File: config.mk
export PLATFORM = sky130hd
export DESIGN_NAME = hsv_share_arb_flat
export DESIGN_NICKNAME = d
export VERILOG_FILES = /design/src/rtl/hsv_share_arb_pkg.sv /design/src/rtl/hsv_share_arb_if.sv /design/src/rtl/hsv_share_arb_hsv_core.sv /design/src/rtl/hsv_share_arb.sv /design/src/flat_wrapper.sv
export SDC_FILE = /design/constraint.sdc
export NUM_CORES = 1
export LEC_CHECK = 0
export ABC_AREA = 1
export CAP_MARGIN = 20
export CELL_PAD_IN_SITES_DETAIL_PLACEMENT = 0
export CELL_PAD_IN_SITES_GLOBAL_PLACEMENT = 2
export CORE_MARGIN = 5
export CORE_UTILIZATION = 33
export CTS_CLUSTER_SIZE = 28
export DETAILED_ROUTE_END_ITERATION = 8
export GPL_TIMING_DRIVEN = 0
export HOLD_SLACK_MARGIN = 0.08
export PLACE_DENSITY_LB_ADDON = 0.1
export SETUP_SLACK_MARGIN = 0.02
export SYNTH_ARGS = -nofsm -noshare
export SYNTH_HDL_FRONTEND = slang
export SYNTH_SLANG_ARGS = --single-unit
File: constraint.sdc
create_clock -name clk -period 18.3 [get_ports clk]
set_clock_uncertainty 0.1 [all_clocks]
set_input_delay 4.575 -clock clk [delete_from_list [all_inputs] [get_ports clk]]
set_output_delay 4.575 -clock clk [all_outputs]
set_load 0.005 [all_outputs]
File: src/rtl/hsv_share_arb_pkg.sv
// Shared widths, requester indices and the HSV result record for the
// two-requester RGB->HSV share arbiter.
package hsv_share_arb_pkg;

    localparam int HSV_H_W       = 14;
    localparam int HSV_SV_W      = 8;
    localparam int RGB_W         = 24;
    localparam int TAG_W_DEFAULT = 11;

    localparam logic REQ0 = 1'b0;
    localparam logic REQ1 = 1'b1;

    typedef enum logic [1:0] {
        MAX_R = 2'd0,
        MAX_G = 2'd1,
        MAX_B = 2'd2
    } max_sel_e;

    typedef struct packed {
        logic [HSV_H_W-1:0]  h;
        logic [HSV_SV_W-1:0] s;
        logic [HSV_SV_W-1:0] v;
    } hsv_t;

endpackage

File: src/rtl/hsv_share_arb_if.sv
// Request/response bundle between the pixel requesters (master) and the
// shared HSV converter (slave).
interface hsv_share_arb_if
    import hsv_share_arb_pkg::*;
#(
    parameter int TAG_W = TAG_W_DEFAULT
) ();

    logic [1:0]          req_valid;
    logic [1:0]          req_ready;
    logic [RGB_W-1:0]    req_rgb0;
    logic [RGB_W-1:0]    req_rgb1;
    logic [TAG_W-1:0]    req_tag0;
    logic [TAG_W-1:0]    req_tag1;

    logic [1:0]          rsp_valid;
    logic [1:0]          rsp_ready;
    logic [HSV_H_W-1:0]  rsp_h;
    logic [HSV_SV_W-1:0] rsp_s;
    logic [HSV_SV_W-1:0] rsp_v;
    logic [TAG_W-1:0]    rsp_tag;

    modport master (
        output req_valid, req_rgb0, req_rgb1, req_tag0, req_tag1, rsp_ready,
        input  req_ready, rsp_valid, rsp_h, rsp_s, rsp_v, rsp_tag
    );

    modport slave (
        input  req_valid, req_rgb0, req_rgb1, req_tag0, req_tag1, rsp_ready,
        output req_ready, rsp_valid, rsp_h, rsp_s, rsp_v, rsp_tag
    );

endinterface

File: src/rtl/hsv_share_arb_hsv_core.sv
// Combinational RGB->HSV converter: V=max, S=max-min, H as a 14-bit signed
// offset within the winning channel's sector (R, then G, then B on ties).
module hsv_core
    import hsv_share_arb_pkg::*;
(
    input  logic [RGB_W-1:0] rgb,
    output hsv_t             hsv
);

    logic [7:0]         r, g, b;
    logic [7:0]         mx, mn, diff;
    logic [HSV_H_W-1:0] r_x, g_x, b_x, diff_x;
    max_sel_e           sel;

    assign r = rgb[23:16];
    assign g = rgb[15:8];
    assign b = rgb[7:0];

    always_comb begin
        // NOTE: every output of a combinational block gets a default first, so no path can infer a latch.
        sel = MAX_B;
        mx  = b;
        if (r >= g && r >= b) begin
            sel = MAX_R;
            mx  = r;
        end else if (g >= b) begin
            sel = MAX_G;
            mx  = g;
        end

        mn = r;
        if (g < mn) mn = g;
        if (b < mn) mn = b;
        diff = mx - mn;

        r_x    = {{(HSV_H_W-8){1'b0}}, r};
        g_x    = {{(HSV_H_W-8){1'b0}}, g};
        b_x    = {{(HSV_H_W-8){1'b0}}, b};
        diff_x = {{(HSV_H_W-8){1'b0}}, diff};

        hsv   = '0;
        hsv.s = diff;
        hsv.v = mx;
        // Arithmetic wraps modulo 2^14, which is exactly the two's-complement hue.
        if (mx != 8'd0) begin
            unique case (sel)
                MAX_R:   hsv.h = g_x - b_x;
                MAX_G:   hsv.h = (diff_x << 1) + b_x - r_x;
                default: hsv.h = (diff_x << 2) + r_x - g_x;
            endcase
        end
    end

endmodule

File: src/rtl/hsv_share_arb.sv
// Round-robin share of one HSV core between two requesters, with an operand
// stage, a result stage, and saturating per-requester completion counters.
module hsv_share_arb
    import hsv_share_arb_pkg::*;
#(
    parameter int TAG_W = TAG_W_DEFAULT,
    parameter int CNT_W = 16
) (
    input  logic             clk,
    input  logic             rst,
    hsv_share_arb_if.slave   bus,
    output logic [CNT_W-1:0] cnt0,
    output logic [CNT_W-1:0] cnt1
);

    logic             s1_v_q, s1_v_d;
    logic [RGB_W-1:0] s1_rgb_q, s1_rgb_d;
    logic [TAG_W-1:0] s1_tag_q, s1_tag_d;
    logic             s1_own_q, s1_own_d;

    logic             s2_v_q, s2_v_d;
    hsv_t             s2_hsv_q, s2_hsv_d;
    logic [TAG_W-1:0] s2_tag_q, s2_tag_d;
    logic             s2_own_q, s2_own_d;

    logic             rr_last_q, rr_last_d;
    logic [CNT_W-1:0] cnt0_q, cnt0_d;
    logic [CNT_W-1:0] cnt1_q, cnt1_d;

    logic             s2_move, s1_move, s1_free;
    logic             accept, grant_idx;
    logic [1:0]       grant;
    hsv_t             core_hsv;

    hsv_core u_core (
        .rgb (s1_rgb_q),
        .hsv (core_hsv)
    );

    // Backpressure ripples rsp_ready -> s2 -> s1 -> req_ready in one cycle.
    always_comb begin
        s2_move   = s2_v_q & bus.rsp_ready[s2_own_q];
        s1_move   = s1_v_q & (~s2_v_q | s2_move);
        s1_free   = ~s1_v_q | s1_move;
        grant_idx = (&bus.req_valid) ? ~rr_last_q : bus.req_valid[REQ1];
        grant     = (|bus.req_valid) ? (2'b01 << grant_idx) : 2'b00;
        accept    = (|bus.req_valid) & s1_free;
    end

    always_comb begin
        rr_last_d = rr_last_q;
        s1_v_d    = s1_v_q;
        s1_rgb_d  = s1_rgb_q;
        s1_tag_d  = s1_tag_q;
        s1_own_d  = s1_own_q;
        if (accept) begin
            rr_last_d = grant_idx;
            s1_v_d    = 1'b1;
            s1_own_d  = grant_idx;
            s1_rgb_d  = (grant_idx == REQ1) ? bus.req_rgb1 : bus.req_rgb0;
            s1_tag_d  = (grant_idx == REQ1) ? bus.req_tag1 : bus.req_tag0;
        end else if (s1_move) begin
            s1_v_d = 1'b0;
        end
    end

    always_comb begin
        s2_v_d   = s2_v_q;
        s2_hsv_d = s2_hsv_q;
        s2_tag_d = s2_tag_q;
        s2_own_d = s2_own_q;
        if (s1_move) begin
            s2_v_d   = 1'b1;
            s2_hsv_d = core_hsv;
            s2_tag_d = s1_tag_q;
            s2_own_d = s1_own_q;
        end else if (s2_move) begin
            s2_v_d = 1'b0;
        end
    end

    always_comb begin
        cnt0_d = cnt0_q;
        cnt1_d = cnt1_q;
        if (s2_move && s2_own_q == REQ0 && !(&cnt0_q)) cnt0_d = cnt0_q + CNT_W'(1);
        if (s2_move && s2_own_q == REQ1 && !(&cnt1_q)) cnt1_d = cnt1_q + CNT_W'(1);
    end

    // rr_last resets to 1 so requester 0 wins the first contested cycle.
    always_ff @(posedge clk or posedge rst) begin
        if (rst) begin
            rr_last_q <= 1'b1;
            s1_v_q    <= 1'b0;
            s1_rgb_q  <= '0;
            s1_tag_q  <= '0;
            s1_own_q  <= 1'b0;
            s2_v_q    <= 1'b0;
            s2_hsv_q  <= '0;
            s2_tag_q  <= '0;
            s2_own_q  <= 1'b0;
            cnt0_q    <= '0;
            cnt1_q    <= '0;
        end else begin
            // NOTE: state is updated with non-blocking assignments so every flop samples pre-edge values.
            rr_last_q <= rr_last_d;
            s1_v_q    <= s1_v_d;
            s1_rgb_q  <= s1_rgb_d;
            s1_tag_q  <= s1_tag_d;
            s1_own_q  <= s1_own_d;
            s2_v_q    <= s2_v_d;
            s2_hsv_q  <= s2_hsv_d;
            s2_tag_q  <= s2_tag_d;
            s2_own_q  <= s2_own_d;
            cnt0_q    <= cnt0_d;
            cnt1_q    <= cnt1_d;
        end
    end

    assign bus.req_ready = grant & {2{s1_free}};
    assign bus.rsp_valid = s2_v_q ? (2'b01 << s2_own_q) : 2'b00;
    assign bus.rsp_h     = s2_hsv_q.h;
    assign bus.rsp_s     = s2_hsv_q.s;
    assign bus.rsp_v     = s2_hsv_q.v;
    assign bus.rsp_tag   = s2_tag_q;
    assign cnt0          = cnt0_q;
    assign cnt1          = cnt1_q;

endmodule
File: src/flat_wrapper.sv
// flat-port wrapper written by rule: the top's interface ports become plain ports
module hsv_share_arb_flat import hsv_share_arb_pkg::*;
#(
    parameter int TAG_W = TAG_W_DEFAULT,
    parameter int CNT_W = 16
)
  (clk, rst, cnt0, cnt1, bus_req_valid, bus_req_rgb0, bus_req_rgb1, bus_req_tag0, bus_req_tag1, bus_rsp_ready, bus_req_ready, bus_rsp_valid, bus_rsp_h, bus_rsp_s, bus_rsp_v, bus_rsp_tag);
  hsv_share_arb_if #(.TAG_W(TAG_W)) bus_i ();
  input  logic clk;
  input  logic rst;
  output logic [CNT_W-1:0] cnt0;
  output logic [CNT_W-1:0] cnt1;
  input wire logic [$bits(bus_i.req_valid)-1:0] bus_req_valid;
  input wire logic [$bits(bus_i.req_rgb0)-1:0] bus_req_rgb0;
  input wire logic [$bits(bus_i.req_rgb1)-1:0] bus_req_rgb1;
  input wire logic [$bits(bus_i.req_tag0)-1:0] bus_req_tag0;
  input wire logic [$bits(bus_i.req_tag1)-1:0] bus_req_tag1;
  input wire logic [$bits(bus_i.rsp_ready)-1:0] bus_rsp_ready;
  output wire logic [$bits(bus_i.req_ready)-1:0] bus_req_ready;
  output wire logic [$bits(bus_i.rsp_valid)-1:0] bus_rsp_valid;
  output wire logic [$bits(bus_i.rsp_h)-1:0] bus_rsp_h;
  output wire logic [$bits(bus_i.rsp_s)-1:0] bus_rsp_s;
  output wire logic [$bits(bus_i.rsp_v)-1:0] bus_rsp_v;
  output wire logic [$bits(bus_i.rsp_tag)-1:0] bus_rsp_tag;
  assign bus_i.req_valid = bus_req_valid;
  assign bus_i.req_rgb0 = bus_req_rgb0;
  assign bus_i.req_rgb1 = bus_req_rgb1;
  assign bus_i.req_tag0 = bus_req_tag0;
  assign bus_i.req_tag1 = bus_req_tag1;
  assign bus_i.rsp_ready = bus_rsp_ready;
  assign bus_req_ready = bus_i.req_ready;
  assign bus_rsp_valid = bus_i.rsp_valid;
  assign bus_rsp_h = bus_i.rsp_h;
  assign bus_rsp_s = bus_i.rsp_s;
  assign bus_rsp_v = bus_i.rsp_v;
  assign bus_rsp_tag = bus_i.rsp_tag;
  hsv_share_arb #(.TAG_W(TAG_W), .CNT_W(CNT_W)) u_core (.clk(clk), .rst(rst), .bus(bus_i), .cnt0(cnt0), .cnt1(cnt1));
endmodule
==> results of run 1 <==
worst paths after layout:
path | from | to | slack [ns] | cells after the start
min in group asynchronous | rst | u_core.cnt1[12] | 4.50 | 2
max | bus_rsp_ready[0] | bus_req_ready[0] | 6.78 | 11
max reg2reg | u_core.s1_rgb_q[22] | u_core.bus.rsp_h[12] | 10.58 | 35
min | u_core.rr_last_q | u_core.rr_last_q | 0.37 | 2
min reg2reg | u_core.rr_last_q | u_core.rr_last_q | 0.37 | 2
max in group asynchronous | rst | u_core.rr_last_q | 12.87 | 3
cell usage in the layout, fill, tap and decap left out, drive strengths merged, types with 5 or more instances in the layout:
cell	synthesis	routed
or2	6	6
xor2	30	30
ha	63	63
o21ai	50	50
dfrtp	110	110
buf	7	8
fa	17	17
nor3	9	9
xnor2	15	15
inv	111	116
clkdlybuf4s50	0	152
clkbuf	21	31
nand4	5	5
a21oi	40	40
o221ai	8	8
nor2	80	80
nand2	268	268
a31oi	39	39
nand3	41	41
cell families after synthesis:
logic type               synth area share, %
XOR/XNOR                                5.22
AND/OR/NAND/NOR                         23.2
adder cells (fa/ha/maj)                 14.9
AO/OA/AOI/OAI                           12.5
flip-flops                              36.8
buffers and inverters                   7.29
worst max-delay path: stages:
cell	delay [ns]
clkdlybuf4s50_1	0.48
inv_1	0.05
o21ai_0	0.19
nor2_1	0.08
nand2_1	0.14
nand2_1	0.10
inv_2	0.15
clkbuf_1	0.41
nand2_1	0.09
inv_1	0.07
clkdlybuf4s50_1	0.50
metrics by stage:
stage	utilization (%)	std cells	setup slack (ns)	hold slack, ns	cell area, sq um
CTS	43.2	1402	6.72	0.371	9750
floorplan	-	948	8.12	0.342	7550
detailed placement	41.9	1386	6.74	0.358	9460
global route	43.2	1402	6.56	0.390	9750
global placement	41.8	1385	6.71	0.354	9430
finish	43.2	1402	6.78	0.368	9750
sequential cells by signal, indices dropped and copies added, names as in the netlist:
| signal | cells |
|---|---|
| u_core.s1_rgb_q | 24 |
| u_core.s1_v_q | 1 |
| u_core.rr_last_q | 1 |
| u_core.bus.rsp_tag | 11 |
| u_core.s1_tag_q | 11 |
| u_core.s2_own_q | 1 |
| u_core.bus.rsp_v | 8 |
| u_core.s2_v_q | 1 |
| u_core.cnt1 | 16 |
| u_core.cnt0 | 16 |
| u_core.s1_own_q | 1 |
| u_core.bus.rsp_s | 8 |
| u_core.bus.rsp_h | 12 |
routing by layer:
layer | vias up | global-route usage [%] | share of wire [%]
met5 | - | 0 | 0
met4 | 0 | 3.64 | 0.94
met3 | 11 | 2.76 | 5.1
met2 | 145 | 28.6 | 45
met1 | 3028 | 24.7 | 49
li1 | 3432 | - | -
final cells by class:
cell class,count,area [sq um],share of cell area [%]
Multi-Input combinational cell,697,4220,43.3
Sequential cell,111,2780,28.5
Timing Repair Buffer,153,1550,15.9
Inverter,112,430,4.42
Tap cell,285,357,3.66
Clock buffer,10,229,2.35
Buffer,28,125,1.28
Clock inverter,6,57.6,0.591
cell usage after synthesis (all sizes together), types with 2 or more instances:
library cell | count | share of area (%)
and2 | 2 | 0.17
or2 | 6 | 0.50
ha | 63 | 10
fa | 17 | 4.5
inv | 111 | 5.6
o211ai | 2 | 0.20
dfrtp | 110 | 36
nor2 | 80 | 4.0
a211oi | 3 | 0.30
o221ai | 8 | 1.1
nand4 | 5 | 0.41
a22o | 2 | 0.23
a2111oi | 3 | 0.35
a31oi | 39 | 3.2
o22ai | 4 | 0.33
xnor2 | 15 | 1.7
nor3b | 2 | 0.20
o21bai | 2 | 0.20
o21ai | 50 | 3.4
nor3 | 9 | 0.96
buf | 7 | 0.61
a21oi | 40 | 2.8
o21a | 2 | 0.20
xor2 | 30 | 3.5
nand2 | 268 | 14
nand3 | 41 | 2.7
clkbuf | 21 | 1.0
==> results.sh, run 1 <==
export IMPL_status="complete, no violations"
export IMPL_grt_overflow=0
export IMPL_drt_iter0_drc=211
export IMPL_drc=0
export IMPL_fp_dieH_um=161
export IMPL_required_ns=13.62
export IMPL_synth_cell_area_sq_um=7550
export IMPL_cts_buffers=9
export IMPL_synth_cell_type_count=48
export IMPL_cts_setup_buffers=0
export IMPL_criticalPathCategory="input port to output pin"
export IMPL_rows=55
export IMPL_rsz0062_at_grt="false"
export IMPL_ys_warn_count=0
export IMPL_core_area_sq_um=22600
export IMPL_slew_viol_final=0
export IMPL_clk_pin_slew_ns=0.08
export IMPL_synth_edff_count=0
export IMPL_grt_pass1_vias=6759
export IMPL_grt_pass1_wl_um=36300
export IMPL_synth_ff_type="dfrtp_1"
export IMPL_hold_buffers=0
export IMPL_clock_sinks=111
export IMPL_synth_async_reset_ratio_pct=100
export IMPL_routabilityCongestion=0.863
export IMPL_start_util_pct=33.4
export IMPL_vias=6616
export IMPL_dieWidth_um=161
export IMPL_max_cap_viol_count=0
export IMPL_fin_crit_ns=11.52
export IMPL_cp_start_kind="input port"
export IMPL_syn_num_nets=1104
export IMPL_syn_area_per_cell_sq_um=7.96
export IMPL_drive_above_1_share_pct=4.57
export IMPL_cts_tree="yes"
export IMPL_clock_fmax_ghz=0.0868
export IMPL_viasPerCell=4.72
export IMPL_cp_max_fo=10
export IMPL_io_buffer_count=152
export IMPL_htree_levels=3
export IMPL_fill_cells=2354
export IMPL_postRouteAntennaNets=0
export IMPL_routed_wl_um=22900
export IMPL_tightest_slew_ns=0.655
export IMPL_slew_headroom_pct=55.9
export IMPL_grt_max_degree=68
export IMPL_dieArea_sq_um=26000
export IMPL_fin_setup_tns_ns=0
export IMPL_root_buffer="clkbuf_16"
export IMPL_clk_latency_ns=0.36
export IMPL_antennaDiodeCount=0
export IMPL_cts_buffer_depth=2
export IMPL_grt_usage_pct=17.5
export IMPL_arrival_ns=6.84
export IMPL_finalHoldViolations=0
export IMPL_setup_violations=0
export IMPL_cts_resized=0
export IMPL_first_pass_iters=4
export IMPL_yosysSeqAreaShare_pct=36.8
export IMPL_syn_inst=948
export IMPL_fin_nets=1268
export IMPL_antenna_found_initial=0
export IMPL_area_growth_syn_to_layout_pct=29.1
export IMPL_crit_path_end_kind="output pin"
export IMPL_pin_count=153
export IMPL_ys_ff_latch=111
export IMPL_dpl_hpwl_um=18900
export IMPL_finalCritPeriodShare_pct=62.9
export IMPL_hp_class="register to register"
export IMPL_wire_per_inst_um=16.3
Power of run 1 is left out: the tool's default activity adds up to more than one toggle a clock period on the data nets, which glitch-free logic cannot reach.
==> run 2, diff against run 1 <==
--- a/config.mk
+++ b/config.mk
@@ -10,7 +10,7 @@
 export CELL_PAD_IN_SITES_DETAIL_PLACEMENT = 0
 export CELL_PAD_IN_SITES_GLOBAL_PLACEMENT = 2
 export CORE_MARGIN = 5
-export CORE_UTILIZATION = 33
+export CORE_UTILIZATION = 27
 export CTS_CLUSTER_SIZE = 28
 export DETAILED_ROUTE_END_ITERATION = 8
 export GPL_TIMING_DRIVEN = 0
==> constraint.sdc (replaced) <==
create_clock -name clk -period 10.4 [get_ports clk]
set_clock_uncertainty 0.1 [all_clocks]
set_input_delay 2.6 -clock clk [delete_from_list [all_inputs] [get_ports clk]]
set_output_delay 2.6 -clock clk [all_outputs]
set_load 0.005 [all_outputs]
==> run 2 against run 1 <==
  * Global-route usage down 1.6 points
  * Utilization shrank 7.5 points
  * Die area rose by 21%
  * Worst hold slack is essentially flat
  * Sequential share of layout area decreased by 0.36 points
  * Register-to-register slack worse by 7.9 ns
  * Highest routed layer unchanged
==> results.sh, run 2 (synthesis gave the netlist of run 1 again) <==
export IMPL_critical_path_max_stage_delay_ns=0.53
export IMPL_clk_pin_slew_ns=0.09
export IMPL_finalCritPeriodShare_pct=74.7
export IMPL_grt_usage_pct=15.9
export IMPL_fin_crit_ns=7.77
export IMPL_dieArea_sq_um=31400
export IMPL_grt_pass1_wl_um=39000
export IMPL_finalHoldViolations=0
export IMPL_drc=0
export IMPL_cts_buffers=9
export IMPL_fp_dieH_um=177
export IMPL_routed_wl_um=24600
export IMPL_max_cap_viol_count=0
export IMPL_hold_buffers=0
export IMPL_cts_setup_buffers=0
export IMPL_antennaDiodeCount=0
export IMPL_status="complete, no violations"
export IMPL_cp_max_fo=10
export IMPL_io_buffer_count=152
export IMPL_first_pass_iters=4
export IMPL_setup_violations=0
export IMPL_critPathBufInv=4
export IMPL_cp_start_kind="register"
export IMPL_final_cell_mix="257 x nand2_1, 152 x clkdlybuf4s50_1, 110 x dfrtp_1"
export IMPL_final_common_cell="nand2_1"
export IMPL_pin_count=153
export IMPL_wire_per_inst_um=16.4
export IMPL_antenna_found_initial=0
export IMPL_start_util_pct=27.3
export IMPL_drive_above_1_share_pct=4.66
export IMPL_core_area_sq_um=27700
export IMPL_dpl_hpwl_um=20200
export IMPL_crit_path_end_kind="register"
export IMPL_fin_nets=1268
export IMPL_clk_latency_ns=0.37
export IMPL_slew_viol_final=0
export IMPL_cts_resized=0
export IMPL_clock_sinks=111
export IMPL_critical_path_slowest_cell="dfrtp_1"
export IMPL_cts_buffer_depth=2
export IMPL_fin_setup_tns_ns=0
export IMPL_grt_pass1_vias=6896
export IMPL_drt_iter0_drc=302
export IMPL_htree_levels=3
export IMPL_postRouteAntennaNets=0
export IMPL_multi_input_area_sq_um=4220
export IMPL_slew_headroom_pct=53.5
export IMPL_clock_fmax_ghz=0.129
export IMPL_largest_register_ffs=24
export IMPL_register_area_sq_um=2780
export IMPL_grt_overflow=0
export IMPL_crit_top_cell="nand2_1"
export IMPL_required_ns=10.56
export IMPL_area_growth_syn_to_layout_pct=30.8
export IMPL_top_register="u_core.s1_rgb_q"
export IMPL_hp_class="register to register"
export IMPL_vias=6625
export IMPL_cpLargestDelayFamily="adder cells"
export IMPL_viasPerCell=4.43
export IMPL_arrival_ns=7.93
export IMPL_tightest_slew_ns=0.690
export IMPL_root_buffer="clkbuf_16"
export IMPL_dieWidth_um=177
export IMPL_cts_tree="yes"
export IMPL_rows=61
export IMPL_fill_cells=3026
export IMPL_grt_max_degree=60
export IMPL_criticalPathCategory="register to register"
export IMPL_rsz0062_at_grt="false"
export IMPL_routabilityCongestion=0.834
[run 2: path summary, 6_finish.rpt]
kind	from	endpoint	slack [ns]	cells after the start
max	u_core.s1_rgb_q[22]	u_core.bus.rsp_h[12]	2.63	34
min	u_core.rr_last_q	u_core.rr_last_q	0.37	2
max reg2reg	u_core.s1_rgb_q[22]	u_core.bus.rsp_h[12]	2.63	34
min reg2reg	u_core.rr_last_q	u_core.rr_last_q	0.37	2
max in group asynchronous	rst	u_core.bus.rsp_h[4]	6.96	3
min in group asynchronous	rst	u_core.cnt0[11]	2.55	2
[run 2: metrics by stage]
| step | hold slack (ns) | instances | utilization [%] | instance area (sq um) | worst slack [ns] |
|---|---|---|---|---|---|
| after global routing | 0.386 | 1495 | 35.6 | 9870 | 1.90 |
| after detailed placement | 0.359 | 1479 | 34.6 | 9580 | 2.55 |
| after CTS | 0.372 | 1495 | 35.6 | 9870 | 2.56 |
| final | 0.368 | 1495 | 35.6 | 9870 | 2.63 |
| after floorplan | 0.342 | 948 | - | 7550 | 4.17 |
| after global placement | 0.355 | 1478 | 34.4 | 9540 | 2.48 |
[run 2: worst reg2reg max path, delay by kind of cell, from the launching register on]
family	cells	cell delay, ns
adder cells (fa/ha/maj)	6	2.16
AO/OA/AOI/OAI	10	2.13
AND/OR/NAND/NOR	13	1.44
buffers and inverters	4	0.83
flip-flops	1	0.53
XOR/XNOR	1	0.44
[run 2: area by class of cell]
cell class / instances / area share [%]
multi-input cells: 697 / 42.8
flip-flops and latches: 111 / 28.1
repair buffers: 153 / 15.7
well taps: 378 / 4.79
inverters: 112 / 4.36
clock buffers: 9 / 2.28
plain buffers: 28 / 1.27
clock inverters: 7 / 0.710
[run 2: per-layer routing]
| metal | up-vias | part of all wire [%] | global-route usage (%) |
|---|---|---|---|
| li1 | 3423 | - | - |
| met1 | 3056 | 50 | 23.4 |
| met2 | 137 | 44 | 25.1 |
| met3 | 9 | 5.0 | 2.67 |
| met4 | 0 | 0.59 | 2.42 |
| met5 | - | 0 | 0 |
Power of run 2 is left out for the same reason.
==> run 3, diff against run 2 <==
==> constraint.sdc (replaced) <==
create_clock -name clk -period 6.95 [get_ports clk]
set_clock_uncertainty 0.1 [all_clocks]
set_input_delay 1.7375 -clock clk [delete_from_list [all_inputs] [get_ports clk]]
set_output_delay 1.7375 -clock clk [all_outputs]
set_load 0.005 [all_outputs]
==> run 3 against run 2 <==
  * Fmax up 21%
  * Non-clock buffer count is 15 higher
  * Global-route usage barely moved
  * Die area did not move
  * Register-to-register slack got worse by 2.1 ns
  * Worst hold slack about the same
  * Cell area is 2.1% higher
  * First-iteration DRC count up 11%
==> results.sh, run 3 (synthesis gave the netlist of run 1 again) <==
export IMPL_rsz0062_at_grt="false"
export IMPL_slew_headroom_pct=59.6
export IMPL_grt_max_degree=60
export IMPL_max_cap_viol_count=0
export IMPL_pin_count=153
export IMPL_grt_overflow=0
export IMPL_cts_buffers=9
export IMPL_largest_register_ffs=24
export IMPL_dieWidth_um=177
export IMPL_rows=61
export IMPL_cp_start_kind="register"
export IMPL_dp_worst_setup_slack_ns=-0.898
export IMPL_clock_fmax_ghz=0.156
export IMPL_hp_class="register to register"
export IMPL_grt_pass1_vias=6901
export IMPL_io_buffer_count=152
export IMPL_critical_path_max_stage_delay_ns=0.48
export IMPL_criticalPathCategory="register to register"
export IMPL_setup_violations=0
export IMPL_hold_ws_ns=0.368
export IMPL_htree_levels=3
export IMPL_dpl_hpwl_um=20200
export IMPL_slew_viol_final=0
export IMPL_fill_cells=3026
export IMPL_clock_sinks=111
export IMPL_grt_pass1_wl_um=39000
export IMPL_root_buffer="clkbuf_16"
export IMPL_area_growth_syn_to_layout_pct=33.5
export IMPL_top_register="u_core.s1_rgb_q"
export IMPL_crit_top_cell="nand2_1"
export IMPL_start_util_pct=27.3
export IMPL_fin_nets=1284
export IMPL_fp_dieH_um=177
export IMPL_antenna_found_initial=0
export IMPL_routabilityCongestion=0.834
export IMPL_cp_max_fo=10
export IMPL_fin_crit_ns=6.40
export IMPL_viasPerCell=4.42
export IMPL_antennaDiodeCount=0
export IMPL_vias=6679
export IMPL_cts_tree="yes"
export IMPL_finalCritPeriodShare_pct=92.1
export IMPL_crit_path_end_kind="register"
export IMPL_postRouteAntennaNets=0
export IMPL_wire_per_inst_um=16.4
export IMPL_placedCellCount=1479
export IMPL_critical_path_slowest_cell="fa_1"
export IMPL_routed_wl_um=24700
export IMPL_grt_usage_pct=15.9
export IMPL_core_area_sq_um=27700
export IMPL_finalHoldViolations=0
export IMPL_tightest_slew_ns=0.591
export IMPL_drc=0
export IMPL_status="complete, no violations"
export IMPL_dieArea_sq_um=31400
export IMPL_place_area_sq_um=9580
export IMPL_clk_pin_slew_ns=0.08
export IMPL_first_pass_iters=4
export IMPL_drive_above_1_share_pct=8.12
export IMPL_final_cell_mix="256 x nand2_1, 152 x clkdlybuf4s50_1, 104 x inv_1"
export IMPL_drt_iter0_drc=335
export IMPL_clk_latency_ns=0.37
export IMPL_finalNonFillerCells=1511
export IMPL_postLayoutSetupSlackWorst_ns=0.547
export IMPL_arrival_ns=6.59
export IMPL_final_common_cell="nand2_1"
export IMPL_design_area_sq_um=10100
export IMPL_required_ns=7.14
export IMPL_cts_buffer_depth=2
[run 3: cell count changes in the layout (fill, tap and decap cells not counted), sizes merged]
cell | before | now
buf | 8 | 24
clkbuf | 30 | 29
nand2 | 268 | 269
[run 3: metal layers]
metal / part of all wire (%) / wire length (um) / global-route usage (%)
met5: 0 / 0 / 0
met4: 0.62 / 154 / 2.42
met3: 4.8 / 1180 / 2.67
met2: 44 / 11000 / 25.0
met1: 50 / 12400 / 23.5
[run 3: final timing paths]
| kind | from | to | slack [ns] | cells after the start |
|---|---|---|---|---|
| max in group asynchronous | rst | u_core.bus.rsp_h[4] | 4.38 | 3 |
| setup / recovery | u_core.s1_rgb_q[22] | u_core.bus.rsp_h[8] | 0.55 | 34 |
| hold / removal | u_core.rr_last_q | u_core.rr_last_q | 0.37 | 2 |
| setup reg to reg | u_core.s1_rgb_q[22] | u_core.bus.rsp_h[8] | 0.55 | 34 |
| min in group asynchronous | rst | u_core.cnt0[11] | 1.68 | 2 |
| hold reg to reg | u_core.rr_last_q | u_core.rr_last_q | 0.37 | 2 |
[run 3: critical path, delay by kind of cell (launching register included)]
family / cells / cell delay (ns)
adders and majority gates: 6 / 2.05
AOI/OAI and AO/OA: 10 / 1.39
and+or+nand+nor: 12 / 1.38
xor gates and xnor gates: 2 / 0.48
buffers and inverters: 4 / 0.47
DFF: 1 / 0.44
[run 3: per-stage QoR]
step / TNS, ns / utilization, %
after floorplan: 0 / -
final: 0 / 36.4
after detailed placement: -4.89 / 34.6
after CTS: 0 / 35.8
after global placement: -5.49 / 34.4
after global routing: 0 / 36.4
[run 3: final cells by class]
type	instances	area (sq um)	share of cell area, %
clock buffer	9	225	2.23
timing repair buffer	169	1670	16.6
tap	378	473	4.69
inverter	112	430	4.27
clock inverter	7	70.1	0.695
sequential	111	2790	27.7
multi-input combinational	698	4300	42.6
buffer	27	125	1.24
[run 3: timing repair]
item | 4_1_cts | 5_1_grt
gates resized for setup | 18 | 17
gates cloned | 0 | 1
pin swaps | 0 | 3
endpoints found under the setup margin | 8 | 7
hold buffers | 0 | 0
buffers inserted | 0 | 16
Power of run 3 is left out for the same reason.
